--- config.mk ---
export PLATFORM = sky130hd
export DESIGN_NAME = acq_serial_tx
export DESIGN_NICKNAME = d
export VERILOG_FILES = /design/src/rtl/acq_serial_tx.sv
export SDC_FILE = /design/constraint.sdc
export NUM_CORES = 1
export LEC_CHECK = 0
export ABC_AREA = 1
export CORE_MARGIN = 2
export CORE_UTILIZATION = 57
export CTS_BUF_LIST = sky130_fd_sc_hd__clkbuf_8
export DETAILED_ROUTE_END_ITERATION = 10
export PLACE_DENSITY = 0.83
export SLEW_MARGIN = 30
export SYNTH_ARGS = -nofsm -noshare
export SYNTH_HDL_FRONTEND = slang
export SYNTH_SLANG_ARGS = --single-unit
--- constraint.sdc ---
create_clock -name clock -period 1.5 [get_ports clock]
set_input_delay 0.225 -clock clock [delete_from_list [all_inputs] [get_ports clock]]
set_output_delay 0.225 -clock clock [all_outputs]
set_load 0.02 [all_outputs]
--- src/rtl/acq_serial_tx.sv ---
// Scans a multiplexed ADC channel by channel and sends each latched sample as an
// asynchronous frame: start bit, data MSB-first, optional even parity, stop bit.
//
// state    | meaning
// A_MUX    | enable analog mux for current channel
// A_SETTLE | one cycle of mux settling
// A_SOC    | raise start-of-conversion
// A_WAIT   | wait for eoc low, latch sample
// A_ADV    | drop soc/strobe, advance channel
// A_SEND   | start frame if partner ready, else flag error
// A_TXW    | wait for frame completion
module acq_serial_tx #(
  parameter int DATA_W    = 8,
  parameter int NUM_CH    = 8,
  parameter int CH_W      = 4,
  parameter int BAUD_DIV  = 104,
  parameter int PARITY_EN = 0
) (
  input  logic              clock,
  input  logic              reset,
  input  logic              eoc,
  input  logic [DATA_W-1:0] data_in,
  input  logic              dsr,
  output logic              mux_en,
  output logic              soc,
  output logic              load_dato,
  output logic [CH_W-1:0]   canale,
  output logic              data_out,
  output logic              error,
  output logic              busy,
  output logic              tx_done
);

  localparam int NBITS = DATA_W + 2 + PARITY_EN;
  localparam int CNT_W = (BAUD_DIV < 1) ? 1 : $clog2(BAUD_DIV + 1);
  localparam int IDX_W = $clog2(NBITS + 1);
  localparam logic [CNT_W-1:0] CNT_MAX  = CNT_W'(BAUD_DIV);
  localparam logic [IDX_W-1:0] IDX_LAST = IDX_W'(NBITS - 1);
  localparam logic [CH_W-1:0]  CH_LAST  = CH_W'(NUM_CH - 1);

  typedef enum logic [2:0] {
    A_MUX, A_SETTLE, A_SOC, A_WAIT, A_ADV, A_SEND, A_TXW
  } state_t;

  state_t             state;
  logic [DATA_W-1:0]  out_reg;
  logic [CNT_W-1:0]   bit_cnt;
  logic [IDX_W-1:0]   bit_idx;
  logic [NBITS-1:0]   shift_reg;
  logic [NBITS-1:0]   frame_vec;

  // Whole frame, first bit on the line at the MSB end.
  always_comb begin
    frame_vec = '1;
    frame_vec[NBITS-1] = 1'b0;
    frame_vec[NBITS-2 -: DATA_W] = out_reg;
    if (PARITY_EN != 0) frame_vec[1] = ^out_reg;
  end

  always_ff @(posedge clock) begin
    if (reset) begin
      state     <= A_MUX;
      mux_en    <= 1'b0;
      soc       <= 1'b0;
      load_dato <= 1'b0;
      canale    <= '0;
      data_out  <= 1'b1;
      error     <= 1'b0;
      busy      <= 1'b0;
      tx_done   <= 1'b0;
      out_reg   <= '0;
      bit_cnt   <= '0;
      bit_idx   <= '0;
      shift_reg <= '0;
    end else begin
      tx_done <= 1'b0;

      if (busy) begin
        if (bit_cnt == CNT_MAX) begin
          bit_cnt <= '0;
          if (bit_idx == IDX_LAST) begin
            busy     <= 1'b0;
            tx_done  <= 1'b1;
            data_out <= 1'b1;
          end else begin
            bit_idx   <= bit_idx + 1'b1;
            data_out  <= shift_reg[NBITS-1];
            shift_reg <= {shift_reg[NBITS-2:0], 1'b1};
          end
        end else begin
          bit_cnt <= bit_cnt + 1'b1;
        end
      end

      case (state)
        A_MUX: begin
          mux_en <= 1'b1;
          state  <= A_SETTLE;
        end
        A_SETTLE: state <= A_SOC;
        A_SOC: begin
          soc   <= 1'b1;
          state <= A_WAIT;
        end
        A_WAIT: begin
          if (!eoc) begin
            load_dato <= 1'b1;
            out_reg   <= data_in;
            mux_en    <= 1'b0;
            state     <= A_ADV;
          end
        end
        A_ADV: begin
          load_dato <= 1'b0;
          soc       <= 1'b0;
          canale    <= (canale == CH_LAST) ? '0 : canale + 1'b1;
          state     <= A_SEND;
        end
        A_SEND: begin
          if (dsr) begin
            error     <= 1'b0;
            busy      <= 1'b1;
            data_out  <= 1'b0;
            bit_cnt   <= '0;
            bit_idx   <= '0;
            shift_reg <= {frame_vec[NBITS-2:0], 1'b1};
            state     <= A_TXW;
          end else begin
            error <= 1'b1;
            state <= A_MUX;
          end
        end
        A_TXW: if (tx_done) state <= A_MUX;
        default: state <= A_MUX;
      endcase
    end
  end

endmodule

==> flow_metrics.py, run 1 <==
metrics = {
    "final_layout": {
        "nets": 310,
        "antenna_cells": 0,
        "final_util_pct": 73.1,
        "drive_gt1_share_pct": 14.3,
        "areaGrowthSynthToFinish_pct": 24.9,
        "final_common_cell": "nand2_1",
        "largest_register_ffs": 10,
        "final_cell_mix": "nand2_1, dfxtp_1, inv_1",
    },
    "critical_path": {
        "cpLargestDelayFamily": "simple AND/OR/NAND/NOR gates",
        "end_kind": "flip-flop",
        "cp_max_fo": 8,
        "crit_path_start_kind": "flip-flop",
        "path_cells": "inv_2, ha_2, nand3_2, nor2_4, nand3_2, buf_4, a31oi_1",
        "cpPeakStageDelay_ns": 0.34,
        "worstPathRequired_ns": 1.72,
        "slowest_stage": "dfxtp_2",
        "cp_num_buf_inv": 2,
        "path_class": "flip-flop to flip-flop",
        "worst-r2r-setup-slack_ns": 0.05,
        "cp_data_arrival_time_ns": 1.68,
        "crit_top_cell": "nand3_2",
    },
    "sta": {
        "tns_ns": 0,
        "maxSlewViolCount": 0,
        "worst_slew_pin_slew_ns": 0.311,
        "relSlewSlack_pct": 79.1,
        "rsz0062_at_grt": "yes",
        "fin_skew_ns": 0.00350,
        "worst_slack_ns": 0.0458,
        "fmax_mhz": 688,
        "hold_violations": 0,
        "finalWorstPathRequiredPeriod_ns": 1.45,
        "post-route-period-util_pct": 96.9,
        "setup_viol": 0,
    },
    "power_and_ir_drop": {
        "ir_drop_uv": 951,
        "power.density_mw_per_mm2": 1150,
        "p_leak_uw": 0.00110,
    },
    "placed_design": {
        "post-place-ws_ns": -0.0774,
        "place.gp.congestion": 0.768,
        "place_hpwl_um": 2610,
        "portBuffers": 22,
    },
    "die": {
        "row_count": 21,
        "start_util_pct": 58.5,
        "die-area_mm2": 0.00385,
        "ios": 23,
        "die_y_um": 62.1,
        "fp.dieW_um": 62.1,
        "core_mm2": 0.00328,
    },
    "route": {
        "vias": 1689,
        "drc": 0,
        "drtAntennaViolNets": 0,
        "dr.first_iter.drc_count": 53,
        "wl_um": 3760,
        "post_drt_wl_per_cell_um": 11.1,
        "via_per_inst": 4.98,
        "dr.pass1.iters": 4,
    },
    "global_route": {
        "grt_pass1_vias": 1465,
        "antenna_found_initial": 0,
        "grt_max_degree": 19,
        "grt_pass1_wl_um": 5900,
        "grt_usage_pct": 20.8,
        "grt_overflow": 0,
    },
    "flow_run": {
        "drv_cap": 0,
    },
    "cts": {
        "root_buffer": "clkbuf_8",
        "numCtsBuffers": 5,
        "cts_tree": "built",
        "insertion_delay_ns": 0.29,
        "cts_hold_buf": 0,
        "clk_pin_slew_worst_paths_ns": 0.08,
        "clock_path_buffers": 2,
        "numClockSinks": 43,
        "cts_htree_levels": 2,
    },
    "synth": {
        "synthesis.area_mm2": 0.00192,
        "netlist_instances": 260,
        "yosys_warnings": 0,
        "ys_ff_latch": 43,
        "avgSynthCellArea_um2": 7.39,
        "synth_nets": 277,
        "yosysUniqueCellTypes": 26,
        "ys_seq_area_share_pct": 44.8,
    },
    "min_path": {
        "min_path_type": "flip-flop to flip-flop",
    },
    "run_status": {
        "outcome": "complete, no violations",
    },
}
==> worst register-to-register path, cell delays in order, from the launching register on <==
cell and delay [ns]:
dfxtp_2 0.34, inv_2 0.06, ha_2 0.16, nand3_2 0.07
nor2_4 0.25, nand3_2 0.21, buf_4 0.19, a31oi_1 0.10
==> cell type report <==
cell class	count	area (um2)
Clock buffer	5	68.8
Clock inverter	2	33.8
Fill cell	272	885
Inverter	38	143
Multi-Input combinational cell	168	897
Sequential cell	43	863
Tap cell	46	57.6
Timing Repair Buffer	37	337
==> timing repair <==
| item | in CTS | in global routing |
|---|---|---|
| buffers inserted | 0 | 2 |
| endpoints found under the setup margin | 16 | 22 |
| pin swaps | 0 | 4 |
| gates cloned | 0 | 2 |
| endpoints found under the hold margin | 0 | 0 |
| resized for setup | 6 | 19 |
==> final timing paths <==
| check | to | cells past startpoint | from |
|---|---|---|---|
| worst max-delay path | shift_reg[0]$_SDFF_PP0_ | 7 | bit_cnt[0]$_SDFF_PP0_ |
| worst min-delay path | error$_SDFFE_PP0N_ | 2 | error$_SDFFE_PP0N_ |
| worst max register to register | shift_reg[0]$_SDFF_PP0_ | 7 | bit_cnt[0]$_SDFF_PP0_ |
| worst min register to register | error$_SDFFE_PP0N_ | 2 | error$_SDFFE_PP0N_ |
==> kinds of logic after synthesis <==
family / synth area share (%)
simple gates: 25.7
flops: 44.8
buf+inv: 11.1
xor+xnor: 2.73
compound gates: 12.4
fa+ha+maj: 3.26
==> routing by layer <==
| layer | vias to the layer above | part of all wire [%] | wire, um | track usage (%) |
|---|---|---|---|---|
| li1 | 905 | - | - | - |
| met1 | 758 | 48 | 1790 | 23.9 |
| met2 | 22 | 48 | 1800 | 36.5 |
| met3 | 4 | 3.5 | 132 | 6.42 |
| met4 | 0 | 0.98 | 37 | 7.29 |
| met5 | - | 0 | 0 | 0 |
==> power by group <==
group / internal (uW) / leakage, uW / switching (uW)
sequential: 1260 / 0.000349 / 72.5
clock: 481 / 0.0000554 / 366
combinational: 255 / 0.000699 / 323
==> stage by stage <==
step	std cells	area (um2)	hold slack (ns)	total power [uW]
4_1_cts	335	2330	0.453	2770
6_report	339	2400	0.442	2760
2_1_floorplan	260	1920	0.415	1740
3_3_place_gp	328	2220	0.431	1920
5_1_grt	339	2400	0.465	2900
3_5_place_dp	328	2220	0.442	1940
==> synth_stat cells <==
cell	n	area share [%]
a31oi_1	1	0.33
buf_6	3	1.8
a41oi_1	1	0.46
clkbuf_1	6	1.2
nand4_1	12	3.9
ha_1	5	3.3
or2_2	1	0.33
clkinv_1	1	0.20
o21ai_0	14	3.6
nand3_1	18	4.7
nor2_2	2	0.65
a211oi_1	1	0.39
nand2_2	1	0.33
nand2_1	50	9.8
nand3_2	1	0.52
dfxtp_1	43	45
a21oi_1	29	7.6
buf_2	3	0.78
inv_1	36	7.0
xor2_1	4	1.8
xnor2_1	2	0.91
nor3_1	2	0.52
nor2_1	20	3.9
inv_2	1	0.20
or2_1	1	0.33
nor3b_1	2	0.78
Note: power is estimated with default switching activity, not from simulation.
==> run 2: changes to the inputs <==
Settings changed: CORE_UTILIZATION 57 to 45, PLACE_DENSITY 0.83 to 0.69, SKIP_LAST_GASP set to 1.
==> run 2 against run 1 <==
  * Final cell count rose by 0.88%
  * Combinational power fell by 3%
  * Worst hold slack improved by 0.0027 ns
  * Routed wire length fell by 4.3%
  * Cell area rose by 0.10%
  * Core utilization fell by 14 points
  * Clock skew rose by 0.0044 ns
  * Sequential power barely moved
  * Power rose by 7.4%
  * Critical path type is now flip-flop to output port
==> flow_metrics.py, run 2 (synthesis results as in run 1) <==
metrics = {
    "sta": {
        "tns_ns": 0,
        "hold_violations": 0,
        "worst_slack_ns": 0.0548,
        "maxSlewViolCount": 0,
        "fin_skew_ns": 0.00789,
        "finalWorstPathRequiredPeriod_ns": 1.45,
        "setup_viol": 0,
        "rsz0062_at_grt": "yes",
        "worst_slew_pin_slew_ns": 0.329,
        "fmax_mhz": 692,
        "relSlewSlack_pct": 77.9,
        "post-route-period-util_pct": 96.3,
    },
    "cts": {
        "clk_pin_slew_worst_paths_ns": 0.08,
        "cts_tree": "built",
        "numClockSinks": 43,
        "cts_hold_buf": 0,
        "numCtsBuffers": 5,
        "clock_path_buffers": 2,
        "root_buffer": "clkbuf_8",
        "insertion_delay_ns": 0.30,
        "cts_htree_levels": 2,
    },
    "final_layout": {
        "nets": 308,
        "areaGrowthSynthToFinish_pct": 25.0,
        "final_common_cell": "nand2_1",
        "largest_register_ffs": 10,
        "antenna_cells": 0,
        "final_cell_mix": "nand2_1, dfxtp_1, inv_1",
        "final_util_pct": 59.2,
        "drive_gt1_share_pct": 11.0,
    },
    "die": {
        "ios": 23,
        "row_count": 23,
        "start_util_pct": 47.4,
        "die-area_mm2": 0.00481,
        "fp.dieW_um": 69.4,
        "core_mm2": 0.00406,
        "die_y_um": 69.4,
    },
    "power_and_ir_drop": {
        "p_total_uw": 2960,
        "power.density_mw_per_mm2": 1230,
        "ir_drop_uv": 886,
        "p_leak_uw": 0.00112,
    },
    "route": {
        "drc": 0,
        "dr.pass1.iters": 4,
        "via_per_inst": 4.82,
        "drtAntennaViolNets": 0,
        "vias": 1648,
        "post_drt_wl_per_cell_um": 10.5,
        "dr.first_iter.drc_count": 72,
        "wl_um": 3600,
    },
    "placed_design": {
        "place.gp.congestion": 0.797,
        "post-place-ws_ns": -0.0106,
        "portBuffers": 22,
        "place_hpwl_um": 2520,
    },
    "critical_path": {
        "slowest_stage": "clkdlybuf4s50_1",
        "end_kind": "output port",
        "cp_num_buf_inv": 1,
        "cpLargestDelayFamily": "buffers and inverters",
        "cpPeakStageDelay_ns": 0.60,
        "cp_max_fo": 2,
        "cp_data_arrival_time_ns": 1.22,
        "crit_path_start_kind": "flip-flop",
        "path_class": "flip-flop to output port",
        "path_cells": "clkdlybuf4s50_1",
        "worstPathRequired_ns": 1.27,
    },
    "global_route": {
        "grt_max_degree": 19,
        "grt_overflow": 0,
        "grt_pass1_wl_um": 6300,
        "grt_usage_pct": 16.0,
        "antenna_found_initial": 0,
        "grt_pass1_vias": 1445,
    },
    "run_status": {
        "outcome": "complete, no violations",
    },
    "min_path": {
        "min_path_type": "flip-flop to flip-flop",
    },
    "flow_run": {
        "drv_cap": 0,
    },
}
## run 2: repair_timing
item                                   4_1_cts  5_1_grt
setup endpoints to repair                    5       29
endpoints found under the hold margin        0        0
gates resized for setup                      5       14
setup buffers                                0        0
pin swaps                                    0        0
## run 2: layer usage
layer  share of wire (%)  GRT usage (%)  wire length, um
met1                  50           20.9             1790
met4                 1.7           6.75               62
met2                  44           24.8             1580
met5                   0              0                0
met3                 4.6           4.51              165
## run 2: path summary, 6_finish.rpt
check / from / end / slack (ns) / cells past startpoint
max: error$_SDFFE_PP0N_ / error / 0.05 / 1
max reg2reg: bit_cnt[0]$_SDFF_PP0_ / bit_idx[3]$_SDFF_PP0_ / 0.07 / 8
min reg2reg: error$_SDFFE_PP0N_ / error$_SDFFE_PP0N_ / 0.44 / 2
min: error$_SDFFE_PP0N_ / error$_SDFFE_PP0N_ / 0.44 / 2
## run 2: area by class of cell
class	instances	area [um2]
multi-input cells	167	866
fillers	375	1660
flip-flops and latches	43	863
repair buffers	36	332
well taps	50	62.6
clock inverters	3	67.6
inverters	38	143
clock buffers	5	68.8
## run 2: stage by stage
step                      hold slack, ns  cell area [um2]  std cells
after global routing               0.474             2400        342
final                              0.445             2400        342
after detailed placement           0.435             2240        334
after CTS                          0.446             2370        342
after global placement             0.433             2240        334
after floorplan                    0.415             1920        260
## run 2: worst reg2reg max path: stages (launching register included)
cell	delay, ns
dfxtp_2	0.34
inv_1	0.06
ha_1	0.19
nand3_1	0.13
nor2_4	0.07
buf_4	0.15
or2_2	0.27
nand2_1	0.06
a21oi_1	0.05
## run 2: power by group
part | internal [uW] | switching (uW)
registers | 1260 | 73.7
clock network | 664 | 403
logic | 251 | 312
==> run 3: changes to the inputs <==
Settings changed: CTS_BUF_LIST sky130_fd_sc_hd__clkbuf_8 to unset.
Clock period 1.5 ns to 1.65 ns, I/O delays scaled along.
==> run 3 against run 2 <==
  * Final cell count is 1.5% lower
  * Count of clock-buffer cells in the layout up 3
  * Clock skew fell by 0.0024 ns
  * First-iteration DRC count is 47% higher
  * Register-to-register slack improved by 0.13 ns
  * Sequential cell count is the same
  * Non-clock buffer count shrank 5
  * Setup slack better by 0.016 ns
==> flow_metrics.py, run 3 (synthesis results as in run 1) <==
metrics = {
    "sta": {
        "setup_viol": 0,
        "timing.hold.ws_ns": 0.445,
        "post-route-period-util_pct": 95.7,
        "relSlewSlack_pct": 76.9,
        "hold_violations": 0,
        "fmax_mhz": 633,
        "rsz0062_at_grt": "no",
        "finalWorstPathRequiredPeriod_ns": 1.58,
        "tns_ns": 0,
        "maxSlewViolCount": 0,
        "fin_skew_ns": 0.00546,
        "worst_slew_pin_slew_ns": 0.343,
    },
    "global_route": {
        "grt_pass1_vias": 1424,
        "grt_max_degree": 19,
        "grt_pass1_wl_um": 6270,
        "antenna_found_initial": 0,
        "grt_usage_pct": 15.8,
        "grt_overflow": 0,
    },
    "route": {
        "drc": 0,
        "wl_um": 3530,
        "post_drt_wl_per_cell_um": 10.5,
        "dr.first_iter.drc_count": 106,
        "drtAntennaViolNets": 0,
        "dr.pass1.iters": 4,
        "vias": 1629,
        "via_per_inst": 4.83,
    },
    "critical_path": {
        "path_cells": "clkdlybuf4s50_1",
        "path_class": "flip-flop to output port",
        "cp.depth": 1,
        "rr_startpoint": "state[0]$_SDFFE_PP0P_",
        "cpLargestDelayFamily": "buffers and inverters",
        "cp_data_arrival_time_ns": 1.33,
        "crit_path_start_kind": "flip-flop",
        "cp_max_fo": 4,
        "worst-r2r-setup-slack_ns": 0.20,
        "slowest_stage": "clkdlybuf4s50_1",
        "cpPeakStageDelay_ns": 0.63,
        "r2r.worst_path.cells": 6,
        "cp_num_buf_inv": 1,
        "end_kind": "output port",
        "startpoint": "canale[0]$_SDFFE_PP0P_",
        "worstPathRequired_ns": 1.40,
    },
    "min_path": {
        "min_path_type": "flip-flop to flip-flop",
        "holdCritStartpoint": "error$_SDFFE_PP0N_",
        "min_path_cells": 2,
    },
    "cts": {
        "post_cts_buffers": 0,
        "cts_htree_levels": 2,
        "insertion_delay_ns": 0.29,
        "post_cts_resized": 0,
        "clock_path_buffers": 2,
        "numCtsBuffers": 5,
        "cts_hold_buf": 0,
        "numClockSinks": 43,
        "cts_tree": "built",
        "clk_pin_slew_worst_paths_ns": 0.08,
        "root_buffer": "clkbuf_8",
    },
    "run_status": {
        "outcome": "complete, no violations",
    },
    "flow_run": {
        "drv_cap": 0,
    },
    "die": {
        "fp.dieW_um": 69.4,
        "ios": 23,
        "die_y_um": 69.4,
        "die-area_mm2": 0.00481,
        "row_count": 23,
        "core_mm2": 0.00406,
        "start_util_pct": 47.4,
    },
    "final_layout": {
        "drive_gt1_share_pct": 8.01,
        "largest_register_ffs": 10,
        "final_common_cell": "nand2_1",
        "final_cell_mix": "nand2_1, dfxtp_1, inv_1",
        "areaGrowthSynthToFinish_pct": 20.4,
        "antenna_cells": 0,
        "nets": 303,
    },
    "power_and_ir_drop": {
        "p_leak_uw": 0.000990,
        "ir_drop_uv": 580,
        "power.density_mw_per_mm2": 1050,
    },
    "placed_design": {
        "portBuffers": 22,
        "place.gp.congestion": 0.746,
        "place_hpwl_um": 2570,
    },
}
==> run 3: cell count changes in the layout (fill, tap and decap cells not counted), sizes merged <==
cell           change
buf                -5
bufinv             -2
clkbuf             +3
clkdlybuf4s50     +10
clkinvlp           -1
dlygate4sd2        -5
dlymetal6s2s       -5
==> run 3: metal layers <==
metal  vias up  share of wire [%]  global-route usage [%]
met5         -                  0                       0
met4         0                2.2                    7.84
met3         8                4.1                    4.51
met2        27                 43                    23.9
met1       708                 50                    20.7
li1        886                  -                       -
==> run 3: path summary, 6_finish.rpt <==
| path | end |
|---|---|
| min | error$_SDFFE_PP0N_ |
| min reg2reg | error$_SDFFE_PP0N_ |
| max reg2reg | out_reg[0]$_SDFFE_PP0P_ |
| max | canale[0] |
==> run 3: layout make-up <==
class                      instances  area (um2)
inverter                          38         143
sequential                        43         861
fill                             395        1740
multi-input combinational        167         860
tap                               50        62.6
timing repair buffer              31         288
clock buffer                       8         100
==> run 3: metrics by stage <==
| step | util, % | power (uW) | setup slack (ns) | instances | area, um2 |
|---|---|---|---|---|---|
| after CTS | 56.7 | 2460 | 0.0559 | 337 | 2300 |
| after detailed placement | 54.2 | 1730 | 0.0877 | 329 | 2200 |
| final | 57.0 | 2430 | 0.0704 | 337 | 2310 |
| after floorplan | - | 1580 | 0.273 | 260 | 1920 |
| after global routing | 57.0 | 2590 | 0.0287 | 337 | 2310 |
| after global placement | 54.2 | 1730 | 0.102 | 329 | 2200 |
==> run 3: report_power, final <==
part           leakage, uW  internal, uW  switching (uW)
clock network    0.0000515           382             337
registers         0.000348          1150            82.5
logic             0.000590           215             264
==> run 3: worst reg2reg max path, cell delays in order, from the launching register on <==
cell and delay [ns]:
dfxtp_1 0.43, nand2_2 0.08, nor2_2 0.10, inv_1 0.06
or2_2 0.40, o21ai_0 0.22, a21oi_1 0.05
